### src/rtl/serial_add_pkg.sv
// serial_add_pkg: shared FSM state type for the bit-serial adder controller.
package serial_add_pkg;
    typedef enum logic [1:0] {
        S_IDLE = 2'd0,
        S_RUN  = 2'd1,
        S_DONE = 2'd2
    } state_e;
endpackage

### src/rtl/fulladder_HA.sv
// fulladder_HA: one-bit full adder built from two half-adder stages.
module fulladder_HA (
    input  logic a,
    input  logic b,
    input  logic ci,
    output logic s,
    output logic co
);
    logic p;
    assign p  = a ^ b;
    assign s  = p ^ ci;
    assign co = (a & b) | (p & ci);
endmodule

### src/rtl/serial_add_ctrl.sv
// serial_add_ctrl: LSB-first bit-serial adder with valid/ready handshakes.
// Define SERIAL_ADD_SUB_EN to enable subtraction via the sub input.
module serial_add_ctrl
    import serial_add_pkg::*;
#(
    parameter int WIDTH = 8
) (
    input  logic             clk,
    input  logic             rst,
    input  logic             in_valid,
    output logic             in_ready,
    input  logic [WIDTH-1:0] a,
    input  logic [WIDTH-1:0] b,
    input  logic             cin,
    input  logic             sub,
    output logic             out_valid,
    input  logic             out_ready,
    output logic [WIDTH-1:0] sum,
    output logic             cout,
    output logic             busy
);
    localparam int CW = $clog2(WIDTH);

    state_e           state_q;
    logic [WIDTH-1:0] a_q, b_q, sum_q;
    logic [CW-1:0]    cnt_q;
    logic             carry_q, in_ready_q, out_valid_q, busy_q;
    logic             fa_s, fa_co;
    logic [WIDTH-1:0] b_d;
    logic             carry_d;

`ifdef SERIAL_ADD_SUB_EN
    // Two's-complement subtract: invert b and inject a carry of one.
    assign b_d     = sub ? ~b : b;
    assign carry_d = sub | cin;
`else
    logic unused_sub;
    assign unused_sub = sub;
    assign b_d        = b;
    assign carry_d    = cin;
`endif

    fulladder_HA u_fa (
        .a  (a_q[0]),
        .b  (b_q[0]),
        .ci (carry_q),
        .s  (fa_s),
        .co (fa_co)
    );

    always_ff @(posedge clk) begin
        if (rst) begin
            state_q     <= S_IDLE;
            a_q         <= '0;
            b_q         <= '0;
            sum_q       <= '0;
            cnt_q       <= '0;
            carry_q     <= 1'b0;
            in_ready_q  <= 1'b1;
            out_valid_q <= 1'b0;
            busy_q      <= 1'b0;
        end else begin
            case (state_q)
                S_IDLE: if (in_valid) begin
                    a_q        <= a;
                    b_q        <= b_d;
                    carry_q    <= carry_d;
                    cnt_q      <= '0;
                    in_ready_q <= 1'b0;
                    busy_q     <= 1'b1;
                    state_q    <= S_RUN;
                end
                S_RUN: begin
                    a_q     <= a_q >> 1;
                    b_q     <= b_q >> 1;
                    sum_q   <= {fa_s, sum_q[WIDTH-1:1]};
                    carry_q <= fa_co;
                    cnt_q   <= cnt_q + 1'b1;
                    if (cnt_q == CW'(WIDTH - 1)) begin
                        busy_q      <= 1'b0;
                        out_valid_q <= 1'b1;
                        state_q     <= S_DONE;
                    end
                end
                S_DONE: if (out_ready) begin
                    out_valid_q <= 1'b0;
                    in_ready_q  <= 1'b1;
                    state_q     <= S_IDLE;
                end
                default: state_q <= S_IDLE;
            endcase
        end
    end

    assign in_ready  = in_ready_q;
    assign out_valid = out_valid_q;
    assign busy      = busy_q;
    assign sum       = sum_q;
    assign cout      = carry_q;
endmodule

### config.mk
export PLATFORM = sky130hd
export DESIGN_NAME = serial_add_ctrl
export DESIGN_NICKNAME = d
export VERILOG_FILES = /design/src/rtl/serial_add_pkg.sv /design/src/rtl/fulladder_HA.sv /design/src/rtl/serial_add_ctrl.sv
export SDC_FILE = /design/constraint.sdc
export NUM_CORES = 1
export LEC_CHECK = 0
export ABC_AREA = 1
export BUFFER_PORTS_ARGS = -buffer_cell sky130_fd_sc_hd__clkbuf_2
export CAP_MARGIN = 20
export CORE_MARGIN = 1
export CORE_UTILIZATION = 48
export CTS_CLUSTER_DIAMETER = 60
export CTS_CLUSTER_SIZE = 12
export DETAILED_ROUTE_END_ITERATION = 8
export PLACE_DENSITY = 0.82
export SLEW_MARGIN = 25
export SYNTH_ARGS = -nofsm -noshare
export SYNTH_HDL_FRONTEND = slang
export SYNTH_SLANG_ARGS = --single-unit
### constraint.sdc
create_clock -name clk -period 1.1 [get_ports clk]
set_clock_uncertainty 0.1 [all_clocks]
set_input_delay 0.22 -clock clk [delete_from_list [all_inputs] [get_ports clk]]
set_output_delay 0.22 -clock clk [all_outputs]
set_load 0.05 [all_outputs]
== Word level (Yosys, flattened, before mapping) ==
Cells that the tools add are included.
Storage, ports and cells
  register bits after elaboration: 33
  bits in latches: 0
  bits in writable memories: 0
  ROM bits: 0
  input port bits: 22
  output and inout port bits: 12
  logic and storage cells: 51
  memories kept: 0
Operators by class
  add/sub/neg operators: 1
  multiply operators: 0
  div/mod/pow operators: 0
  magnitude comparators: 0
  equal/unequal tests: 6
  shifts and indexed selects: 0
  muxes and demuxes: 21
  bitwise gates (word level): 5
  reduce and logical (&&, ||, !) cells: 9
Operators by type and width (number)
  one-hot mux 8 bit (2 select lines): 2
  two-way mux 8 bit: 2
  AND reduction 3 bit: 4
  one-hot mux 1 bit (2 select lines): 4
  two-way mux 1 bit: 7
  two-way mux 2 bit: 3
  != test 2 bit, second input constant: 3
  one-hot mux 2 bit (3 select lines): 1
  one-hot mux 3 bit (2 select lines): 1
  nonzero test 2 bit: 3
  adder 3 x 1 -> 3 bit, second input constant: 1
  equality test 3 bit, second input constant: 1
  two-way mux 3 bit: 1
  bitwise AND 1 bit: 2
  equality test 2 x 1 -> 1 bit, second input constant: 1
  equality test 2 bit, second input constant: 1
  zero test 2 bit: 1
  AND reduction 2 bit: 1
  bitwise XOR 1 bit: 2
  OR 1 bit: 1

== Longest topological paths before layout ==
  depth after elaboration: 4
  depth in mapped cells: 8
  gate-level depth less buffers: 6

== Modules after synthesis ==
From an unflattened synthesis, not the netlist that was laid out.
Second synthesis, totals
  cells, all modules: 221
  area total of the unflattened synthesis: 1550.2 sq um
Modules (own cells, without submodules)
  serial_add_ctrl: instances 1, cells each 220, area an instance 1530.2 sq um, seq. area each 660.6 sq um
  fulladder_HA: instances 1, cells each 1, area an instance 20.0 sq um, seq. area each 0.0 sq um

== Worst setup path before layout ==
No wires, ideal clock.
  path type: flip-flop to flip-flop
  start point: register carry_q, in the netlist cout
  end point: register sum_q[7], in the netlist sum[7]
  setup time: 116 ps
  arrival: 1319 ps
  required time: 884 ps
  setup slack: -434 ps
  cell stages (with the launch flop): 4
  path buffers: 0
  clock period less this slack: 1534 ps
  path through: dfxtp_1 -> fa_1 -> o21ai_0 -> nor2_1
On the way
  longest elaborated chain between the ends: 1
Ends and longest elaborated chain
  start, declared: RTL line serial_add_ctrl.sv:27  | logic carry_q, in_ready_q, out_valid_q, busy_q;
  start signal, assigned: RTL line serial_add_ctrl.sv:67  | carry_q <= carry_d;
  start signal, assigned: RTL line serial_add_ctrl.sv:77  | carry_q <= fa_co;
  bitwise XOR 1 bit: RTL line fulladder_HA.sv:11  | assign s = p ^ ci;
  named net fa_s: RTL line serial_add_ctrl.sv:28  | logic fa_s, fa_co;
  end signal, assigned: RTL line serial_add_ctrl.sv:76  | sum_q <= {fa_s, sum_q[WIDTH-1:1]};
  end, declared: RTL line serial_add_ctrl.sv:25  | logic [WIDTH-1:0] a_q, b_q, sum_q;
The timed path passes the listed nets, and every way through them passes these cells.
A chain may end at the register's enable or synchronous reset.

== Worst setup path after layout ==
  start point: register carry_q, in the netlist cout
  end point: output cout
RTL lines
  end, declared: RTL line serial_add_ctrl.sv:19  | output logic cout,
No word-level cell between the ends.

==> flow_summary.toml <==
[grt]
overflow = 0
grt_max_degree = 14
grt_pass1_wl_microns = 6870
grtUsageTotal = 0.269
grt_pass1_vias = 1540
antenna_found_initial = 0

[timing]
period_needed_ns = 1.29
fmax_mhz = 773
rsz0062_at_grt = "true"
maxSlewHeadroom = 0.832
hold_viol_final = 0
hold_ws_ns = 0.0438
worst_slack_ns = -0.194
max_slew.worst_pin.slew_ns = 0.252
setup_viol = 38
final-max-slew-violation-count = 0
fin_crit_sh = 1.18

[synthesis]
synthFlopType = "dfxtp_1"
synthArstFlopShare = 0
synth_seq_cells = 33
synthDistinctLibCells = 17
synthDominantCellAreaShare = 0.424
syn_avg_cell_area_sq_um = 7.02
yosysWarnings = 0
synth_edf_count = 0
yosys-top-cells-count = "nand2_1, nor2_1, dfxtp_1, nand3_1, nand3b_1"
yosys-top-cells-area = "dfxtp_1, nand2_1, nor2_1"
synth_cells = 222
ys_seq_area_frac = 0.424
synth.most_common_cell = "nand2_1"
syn_area_sq_um = 1560
synth_nets = 247
yosysTopAreaCell = "dfxtp_1"

[drt]
vias = 1745
wl_microns = 5280
ant_nets = 0
drt_iter0_drc = 178
post_drt_wl_per_cell_microns = 16.2
first_pass_iters = 4
drc = 0
vias_per_cell = 5.35

[layout]
area_growth_pct = 66.2
regArea_sq_um = 692
diodes = 0
final_area_sq_um = 2590
fillers = 171
final_layout_size_suffix_gt1_frac = 0.507
fin_nets = 308
multi_input_area_sq_um = 1040

[power]
cellPowerDensity_nw_per_um2 = 1170
peakVddDrop_v = 0.000813
power_mw = 3.04
power.leakage_nw = 1.20

[die]
die_y_microns = 59.0
die_x_microns = 59.0
pin_count = 34
core_sq_um = 3080
rows = 20
initial_core_util = 0.507
dieArea_sq_um = 3480

[worst_setup_path]
cp_slowest_cell = "dfxtp_4"
critPathLaunchType = "flip-flop"
critPathBufInv = 2
cp-end-kind = "primary output"
crit_type = "reg2out"
required_ns = 0.78
crit_fanout = 2
cpLargestDelayFamily = "flip-flops"
slowest_delay_ns = 0.36
path_cells = "buf_6, clkbuf_16"
critical_path_arrival_ns = 0.97

[run]
cap_violations = 0

[placement]
io_buffers = 32
gp_congestion = 0.792
place_area_sq_um = 1870
dp_hpwl_microns = 2250

[clocking]
clkSlewWorstSetupHoldPaths_ns = 0.09
clock-sinks = 33
cts_root_buf = "clkbuf_4"
cts.path.max_buffers = 2
numCtsBuffers = 5
htreeDepth = 2
clk_latency_ns = 0.34
cts_tree = "yes"

[status]
status = "finished with violations"
violations = "negative setup slack"

[hold_path]
min_path_type = "in2reg"
## path summary, 6_finish.rpt
path | startpoint | endpoint | slack (ns) | depth (start not counted)
max | cout | cout | -0.19 | 2
min | b[7] | b_q[7] | 0.04 | 3
max reg2reg | a_q[0] | sum[7] | -0.19 | 3
min reg2reg | out_valid | out_valid | 0.36 | 2
## tightest hold or removal path: stages
cell and delay, ns:
clkbuf_2 0.08, nand3_1 0.08, a21oi_1 0.06
## per-stage QoR
stage,util,setup WS (ns),instances,TNS [ns]
2_1_floorplan,-,-0.144,222,-0.356
3_3_place_gp,0.606,-0.0726,303,-0.160
3_5_place_dp,0.606,-0.0852,303,-0.508
4_1_cts,0.756,-0.186,324,-1.92
5_1_grt,0.842,-0.238,326,-4.68
6_report,0.842,-0.194,326,-3.30
## timing repair
action | 4_1_cts | 5_1_grt
endpoints found under the setup margin | 39 | 45
pin swaps | 26 | 13
buffers inserted | 12 | 2
resized for setup | 74 | 84
cloned | 3 | 1
hold buffers | 0 | 0
## cell usage in the layout, fill, tap and decap left out, drive strengths merged
master	netlist	final
a21oi	7	7
buf	13	45
clkbuf	0	27
clkinv	0	1
dfxtp	33	33
fa	1	1
ha	2	2
inv	11	11
nand2	61	61
nand3	18	18
nand3b	15	15
nor2	50	50
o21ai	11	11
## layout make-up
type,instances,area share
Clock buffer,5,0.0145
Clock inverter,1,0.00193
Timing Repair Buffer,67,0.272
Inverter,11,0.0217
Sequential cell,33,0.267
Multi-Input combinational cell,165,0.401
Tap cell,44,0.0212
## layer usage
metal,GRT usage,share of wire
met1,0.303,0.38
met2,0.490,0.53
met3,0.0611,0.055
met4,0.105,0.033
met5,0,0
## state kept, by name, summed over array words and instances (netlist names)
signal     count
a_q            8
b_q            8
busy           1
cnt_q          3
cout           1
in_ready       1
out_valid      1
state_q        2
sum            8
## cells by family after synthesis
family / after synthesis / share of synthesized area
flip-flops: 33 / 0.424
adder cells (fa/ha/maj): 3 / 0.0289
buffers and inverters: 24 / 0.0875
AO/OA/AOI/OAI: 18 / 0.0578
AND/OR/NAND/NOR: 144 / 0.402
## where the power goes
group	switching (mW)	internal [mW]	total, mW
clock	0.398	0.221	0.619
sequential	0.0807	1.30	1.38
combinational	0.557	0.489	1.05
total	1.04	2.01	3.04
Power figures use the tool's default switching activity.
